<file path="config.mk">
export PLATFORM = sky130hd
export DESIGN_NAME = bulls_cows_solver
export DESIGN_NICKNAME = d
export VERILOG_FILES = /design/src/rtl/bulls_cows_solver.sv
export SDC_FILE = /design/constraint.sdc
export NUM_CORES = 1
export LEC_CHECK = 0
export BUFFER_PORTS_ARGS = -buffer_cell sky130_fd_sc_hd__buf_2
export CELL_PAD_IN_SITES_DETAIL_PLACEMENT = 0
export CELL_PAD_IN_SITES_GLOBAL_PLACEMENT = 2
export CORE_ASPECT_RATIO = 0.5
export CORE_MARGIN = 3
export CORE_UTILIZATION = 46
export CTS_BUF_LIST = sky130_fd_sc_hd__clkbuf_8
export CTS_CLUSTER_DIAMETER = 50
export DETAILED_ROUTE_END_ITERATION = 12
export MAX_ROUTING_LAYER = met4
export PLACE_DENSITY_LB_ADDON = 0.1
export SYNTH_ARGS = -nofsm -noshare
export SYNTH_HDL_FRONTEND = slang
export SYNTH_SLANG_ARGS = --single-unit
</file>
<file path="constraint.sdc">
create_clock -name clk -period 8 [get_ports clk]
set_input_delay 1.6 -clock clk [delete_from_list [all_inputs] [get_ports clk]]
set_output_delay 1.6 -clock clk [all_outputs]
set_load 0.01 [all_outputs]
</file>
<file path="src/rtl/bulls_cows_solver.sv">
// Guessing side of the 1A2B game: proposes BCD guesses and searches for a candidate consistent with all scored history.
// Optional build macro SOLVER_DISTINCT_DIGITS_EN skips candidates with repeated digits.
//
// state   | meaning
// IDLE    | after reset, waiting for start
// CHECK   | testing cand against one history entry per cycle
// PRESENT | guess shown, waiting for the player's score
// SOLVED  | player scored 4A, last guess held
// FAIL    | search exhausted or history full, guess forced to 0
module bulls_cows_solver #(
  parameter int MAX_TRIES = 10,
  parameter int TRY_W     = 4
) (
  input  logic             clk,
  input  logic             rst,
  input  logic             start,
  input  logic             fb_valid,
  input  logic [2:0]       fb_a,
  input  logic [2:0]       fb_b,
  output logic [15:0]      guess,
  output logic             guess_valid,
  output logic             busy,
  output logic             solved,
  output logic             fail,
  output logic [TRY_W-1:0] tries
);

  localparam int IDX_W = (MAX_TRIES > 1) ? $clog2(MAX_TRIES) : 1;

  typedef enum logic [2:0] {
    S_IDLE, S_CHECK, S_PRESENT, S_SOLVED, S_FAIL
  } state_t;

  state_t           state_q, state_d;
  logic [15:0]      cand_q, cand_d;
  logic [15:0]      guess_q, guess_d;
  logic [IDX_W-1:0] idx_q, idx_d;
  logic [TRY_W-1:0] cnt_q, cnt_d;
  logic [TRY_W-1:0] tries_q, tries_d;
  logic             hist_we;

  logic [15:0] hist_g [MAX_TRIES];
  logic [2:0]  hist_a [MAX_TRIES];
  logic [2:0]  hist_b [MAX_TRIES];

  function automatic logic [5:0] score(input logic [15:0] g, input logic [15:0] c);
    logic [2:0] a;
    logic [2:0] b;
    logic       hit;
    a = 3'd0;
    b = 3'd0;
    for (int i = 0; i < 4; i++) begin
      if (g[4*i +: 4] == c[4*i +: 4]) a = a + 3'd1;
      hit = 1'b0;
      for (int j = 0; j < 4; j++)
        if (j != i && g[4*i +: 4] == c[4*j +: 4]) hit = 1'b1;
      if (hit) b = b + 3'd1;
    end
    return {a, b};
  endfunction

  function automatic logic [15:0] bcd_inc(input logic [15:0] v);
    logic [15:0] r;
    logic        cy;
    r  = v;
    cy = 1'b1;
    for (int i = 0; i < 4; i++) begin
      if (cy) begin
        if (r[4*i +: 4] == 4'd9) begin
          r[4*i +: 4] = 4'd0;
        end else begin
          r[4*i +: 4] = r[4*i +: 4] + 4'd1;
          cy = 1'b0;
        end
      end
    end
    return r;
  endfunction

  function automatic logic has_repeat(input logic [15:0] v);
    logic rep;
    rep = 1'b0;
    for (int i = 0; i < 4; i++)
      for (int j = i + 1; j < 4; j++)
        if (v[4*i +: 4] == v[4*j +: 4]) rep = 1'b1;
    return rep;
  endfunction

  logic skip;
`ifdef SOLVER_DISTINCT_DIGITS_EN
  assign skip = has_repeat(cand_q);
`else
  assign skip = 1'b0;
`endif

  logic reject;
  logic idx_last;
  assign reject   = skip || ((cnt_q != '0) &&
                    (score(hist_g[idx_q], cand_q) != {hist_a[idx_q], hist_b[idx_q]}));
  assign idx_last = (cnt_q == '0) || (idx_q == IDX_W'(cnt_q - TRY_W'(1)));

  always_ff @(posedge clk) begin
    if (rst) begin
      state_q <= S_IDLE;
      cand_q  <= '0;
      guess_q <= '0;
      idx_q   <= '0;
      cnt_q   <= '0;
      tries_q <= '0;
    end else begin
      state_q <= state_d;
      cand_q  <= cand_d;
      guess_q <= guess_d;
      idx_q   <= idx_d;
      cnt_q   <= cnt_d;
      tries_q <= tries_d;
    end
  end

  // History has no reset; cnt_q alone decides which entries are live.
  always_ff @(posedge clk) begin
    if (hist_we && !rst) begin
      hist_g[IDX_W'(cnt_q)] <= guess_q;
      hist_a[IDX_W'(cnt_q)] <= fb_a;
      hist_b[IDX_W'(cnt_q)] <= fb_b;
    end
  end

  always_comb begin
    state_d = state_q;
    cand_d  = cand_q;
    guess_d = guess_q;
    idx_d   = idx_q;
    cnt_d   = cnt_q;
    tries_d = tries_q;
    hist_we = 1'b0;
    case (state_q)
      S_IDLE, S_SOLVED, S_FAIL: begin
        if (start) begin
          cnt_d   = '0;
          tries_d = '0;
          cand_d  = '0;
          idx_d   = '0;
          guess_d = '0;
          state_d = S_CHECK;
        end
      end
      S_CHECK: begin
        if (reject) begin
          if (cand_q == 16'h9999) begin
            guess_d = '0;
            state_d = S_FAIL;
          end else begin
            cand_d = bcd_inc(cand_q);
            idx_d  = '0;
          end
        end else if (idx_last) begin
          guess_d = cand_q;
          state_d = S_PRESENT;
        end else begin
          idx_d = idx_q + IDX_W'(1);
        end
      end
      S_PRESENT: begin
        if (fb_valid) begin
          tries_d = tries_q + TRY_W'(1);
          if (fb_a == 3'd4) begin
            state_d = S_SOLVED;
          end else begin
            hist_we = 1'b1;
            cnt_d   = cnt_q + TRY_W'(1);
            if (cnt_q + TRY_W'(1) == TRY_W'(MAX_TRIES) || guess_q == 16'h9999) begin
              guess_d = '0;
              state_d = S_FAIL;
            end else begin
              cand_d  = bcd_inc(guess_q);
              idx_d   = '0;
              state_d = S_CHECK;
            end
          end
        end
      end
      default: state_d = S_IDLE;
    endcase
  end

  assign guess       = guess_q;
  assign tries       = tries_q;
  assign guess_valid = (state_q == S_PRESENT);
  assign busy        = (state_q == S_CHECK);
  assign solved      = (state_q == S_SOLVED);
  assign fail        = (state_q == S_FAIL);

endmodule
</file>
# --- After elaboration in Yosys (flattened, before gate mapping) ---
# Memory sizes are Yosys's and may differ from the RTL's. A register that Yosys moved wholly into a read port is not among the register bits.
# Index checks and enable logic that the tools add are counted.
word_totals:
  regBits: 47
  mem_bits_rw: 220
  in_bits: 10
  output_inout_bits: 24
  word_cells: 209
  mem_count: 3
classes:
  n_addsub: 18
  eq_ne: 48
  muxes: 111
  n_reduce_logical: 20
mem_list:
  columns: ["memory", "words", "width", "rd", "rd_ports_with_merged_regs", "write_ports", "line_no", "source"]
  rows:
  - ["hist_g", 10, 16, 1, 1, 1, "42", "logic [15:0] hist_g [MAX_TRIES];"]
  - ["hist_a", 10, 3, 1, 1, 1, "43", "logic [2:0] hist_a [MAX_TRIES];"]
  - ["hist_b", 10, 3, 1, 1, 1, "44", "logic [2:0] hist_b [MAX_TRIES];"]
op_table:
  columns: ["op", "n"]
  rows:
  - ["$mux 16", 12]
  - ["$mux 4", 30]
  - ["$pmux 16 s3", 2]
  - ["$eq 4x4->1", 17]
  - ["$mux 1", 50]
  - ["$add 4x1->4 const B", 11]
  - ["$eq 4x4->1 const B", 9]
  - ["$mux 3", 11]
  - ["$eq 16x16->1 const B", 2]
  - ["$reduce_and 8->1", 3]
  - ["$reduce_and 7->1", 3]
  - ["$pmux 4 s2", 2]
  - ["$pmux 4 s3", 1]
  - ["$ne 2x1->1 const B", 5]
  - ["$ne 2x2->1 const B", 5]
  - ["$add 3x1->3 const B", 3]
  - ["$pmux 3 s3", 1]
  - ["$reduce_and 4->1", 2]
  - ["$eq 3x2->1 const B", 2]
  - ["$eq 3x3->1 const B", 2]
  - ["$ne 3x3->1 const B", 2]
  - ["$ne 6x6->1", 1]
  - ["$add 1x1->2 const B", 2]
  - ["$logic_not 4->1", 1]
  - ["other kinds (15)", 18]

# --- Depth between registers and ports, before layout ---
logic_depth:
  ltp_word: 27
  ltp_mapped: 29
  ltp_nobuf: 20

# --- Worst setup path before layout ---
# Ideal clock, no wire load.
synth_path:
  path_type: "register to register"
  start: "reg with a tool-made name"
  end: "reg guess_q[13], in the netlist guess[13]"
  setup_time_ns: 0.072
  arrival_time_ns: 6.275
  required_time_ns: 7.928
  path_slack_ns: 1.654
  stages_incl_launch_ff: 27
  path_buffers: 8
  synth_period_minus_slack_ns: 6.346
  path_cell_list: "dfxtp_1 > buf_6 > buf_8 > buf_4 > buf_4 > buf_2 > buf_2 > buf_1 > mux4_2 > a211oi_1 > a21oi_1 > xnor2_1 > nand4_1 > nand3_1 > ha_1 > or4_1 > and2_1 > ha_1 > or3_1 > a31oi_1 > o211ai_1 > a21boi_0 > o2111ai_2 > mux2i_4 > o21ai_4 > buf_4 > mux2i_1"
synth_lines:
  columns: ["item", "line_no", "source"]
  rows:
  - ["end signal, assigned", "113", "guess_q <= guess_d;"]
  - ["end, declared", "36", "logic [15:0] guess_q, guess_d;"]

==> impl_metrics.py <==
metrics = {
    "timing": {
        "rsz0062_at_grt": "no",
        "final.min_clock_period_ns": 6.479,
        "worst_pin_slew_ns": 0.9942,
        "fin_skew_ns": 0.02440,
        "relSlewSlack_pct": 33.11,
        "finalHoldViolCount": 0,
        "fin_crit_sh_pct": 80.98,
        "clock.fmax_ghz": 0.1544,
        "tns_ns": 0,
        "setup_viol": 0,
        "drv_slew": 0,
    },
    "cts": {
        "cts_hold_buf": 0,
        "cts_sinks": 271,
        "htree_levels": 2,
        "post_cts_resized": 0,
        "cts_buffers": 41,
        "clock_latency_ns": 0.56,
        "root_buffer": "clkbuf_8",
        "clockBufferDepth": 3,
        "cts_tree": "yes",
        "clk_pin_slew_ns": 0.07,
        "post-cts-setup-buffers": 0,
    },
    "global_route": {
        "antenna_found_initial": 0,
        "overflow": 0,
        "grt_max_degree": 43,
        "grt_pass1_vias": 8824,
        "grt_usage_pct": 24.31,
        "top_usage_layer": "met2",
        "gr-usage-met1_pct": 34.08,
        "grt_util_met2_pct": 36.09,
        "grt.met3_usage_pct": 5.957,
        "grt_pass1_wl_mm": 54.13,
    },
    "floorplanning": {
        "start_util_pct": 47.40,
        "ioPinCount": 34,
        "core_um2": 28080,
        "die_x_um": 246.6,
        "die_area_um2": 31140,
        "die_h_um": 126.3,
        "rows": 43,
    },
    "pwr": {
        "vdd_drop_max_mv": 0.09137,
        "p_leak_nw": 4.887,
        "power_density_nw_per_um2": 206.3,
        "power_mw": 3.020,
    },
    "setup_path": {
        "startpoint_type": "flip-flop",
        "crit_required_ns": 8.47,
        "cp.arrival_ns": 6.95,
        "r2r_cells": 19,
        "cp_max_fo": 42,
        "path_class": "flip-flop to flip-flop",
        "end_kind": "flip-flop",
    },
    "synth": {
        "yosys_warnings": 0,
        "syn-num-nets": 1052,
        "async_flop_share_pct": 0,
        "synth_cells": 1019,
        "synth_top_area_share_pct": 49.62,
        "synth.distinct_cells": 77,
        "synth_top_area_cell": "edfxtp_1",
        "ys.flop_type": "edfxtp_1",
        "avgSynthCellArea_um2": 13.06,
        "yosys-top-cells-area": "edfxtp_1, dfxtp_1, xnor2_1, mux4_2, mux2i_1",
        "synth-edff-count": 220,
        "synth_seq_cells": 271,
        "seq_area_frac_synth_pct": 57.29,
        "synth_area_um2": 13310,
    },
    "detailed_routing": {
        "drt_iter0_markers": 681,
        "vias": 8650,
        "routed_wl_mm": 36.24,
        "postRouteAntennaNets": 0,
        "drtPass1Iterations": 5,
        "wl_per_cell_um": 24.60,
        "drcViolationCount": 0,
        "vias_per_cell": 5.872,
    },
    "final_layout": {
        "num-nets-final": 1095,
        "insertedDiodeCount": 0,
        "seqCellArea_um2": 7634,
        "final_cell_mix": "edfxtp_1, xnor2_1, mux2i_1",
        "layout_commonest_cell": "edfxtp_1",
        "syn2layout_area_growth_pct": 9.953,
        "final_cells": 1473,
        "drive_gt1_share_pct": 16.87,
        "multi_input_area_um2": 5324,
        "fillCellCount": 2456,
    },
    "placement": {
        "dp_hpwl_mm": 22.51,
        "gp_congestion": 0.8764,
        "port_buffers": 33,
        "dp_cells": 1401,
    },
    "status": {
        "status": "finished clean",
    },
    "min_path": {
        "hold_path_class": "flip-flop to flip-flop",
        "whs_path_depth": 2,
    },
    "flow_run": {
        "drv_cap": 0,
    },
}
## final cells by class
class,instances,area share (%)
Sequential cell,271,52.15
Multi-Input combinational cell,663,36.37
Clock buffer,43,4.043
Tap cell,382,3.265
Timing Repair Buffer,59,2.462
Clock inverter,29,1.043
Inverter,26,0.6667
## synth_stat cells, drive strengths merged, types with 4 or more instances
library cell	number
nor2	45
clkbuf	36
nand2b	6
nand3b	7
o22ai	9
nor3	23
a22o	7
mux2	4
o21bai	4
a22oi	8
a31oi	6
or2	4
nand3	32
ha	23
o211ai	5
edfxtp	220
nor2b	22
inv	24
dfxtp	51
nand4	12
a21oi	46
a211oi	14
o31ai	6
xor2	21
mux4	32
xnor2	88
and2	13
nor3b	9
a41oi	5
o21ai	33
mux2i	70
buf	23
nand2	49
and3	12
nor4	15
## state kept, by name, indices dropped and copies added (netlist names), named ones only
signal,flops
state_q,3
cnt_q,4
hist_a,30
hist_g,160
hist_b,30
cand_q,16
guess,16
idx_q,4
tries,4
## final timing paths
| path | startpoint | endpoint | slack [ns] |
|---|---|---|---|
| setup / recovery | flip-flop | guess[12] | 1.52 |
| hold / removal | tries[3] | tries[3] | 0.48 |
| hold reg to reg | tries[3] | tries[3] | 0.48 |
| setup reg to reg | flip-flop | guess[12] | 1.52 |
## critical path, stage by stage (launching register included)
cell       delay (ns)
dfxtp_4          0.87
mux4_2           0.58
nor2b_1          0.14
a211oi_1         0.23
a21oi_1          0.17
xnor2_1          0.21
nand4_1          0.13
nand3_1          0.12
ha_1             0.23
or4_1            0.55
and2_1           0.16
ha_1             0.22
or3_1            0.38
a31oi_1          0.15
o211ai_1         0.10
a21boi_0         0.23
o2111ai_2        0.51
mux2i_4          0.46
o21ai_4          0.63
mux2i_1          0.26
## metrics by stage
| stage | area [um^2] | utilization [%] | hold slack [ns] | worst slack [ns] |
|---|---|---|---|---|
| finish | 14640 | 52.12 | 0.4830 | 1.521 |
| global placement | 13890 | 49.47 | 0.4684 | 1.716 |
| global route | 14640 | 52.12 | 0.5125 | 1.070 |
| floorplan | 13310 | - | 0.4981 | 1.654 |
| CTS | 14640 | 52.12 | 0.4880 | 1.525 |
| detailed placement | 13890 | 49.47 | 0.4754 | 1.572 |
## metal layers
metal	wire, um	vias to the layer above	part of all wire, %
met5	0	-	0
met4	580	0	1.6
met3	2790	46	7.7
met2	16000	293	44
met1	16870	4362	47
li1	-	3949	-
## cells by family (layout without fill, tap and decap cells)
| group | Yosys count | count (layout) | share of synthesized area (%) |
|---|---|---|---|
| muxes | 106 | 106 | 11.19 |
| DFF | 271 | 271 | 57.29 |
| xor gates and xnor gates | 111 | 111 | 7.509 |
| and+or+nand+nor | 260 | 260 | 10.39 |
| buffers and inverters | 85 | 157 | 2.848 |
| adders and majority gates | 23 | 23 | 2.162 |
| AOI/OAI and AO/OA | 163 | 163 | 8.609 |
## power by group
group	total, mW	switching [mW]	internal [mW]	leakage [nW]
sequential	1.59	0.0552	1.53	2.46
clock	1.08	0.543	0.533	0.440
combinational	0.359	0.218	0.141	1.99
total	3.02	0.816	2.20	4.89
Note: power is estimated with default switching activity, not from simulation.
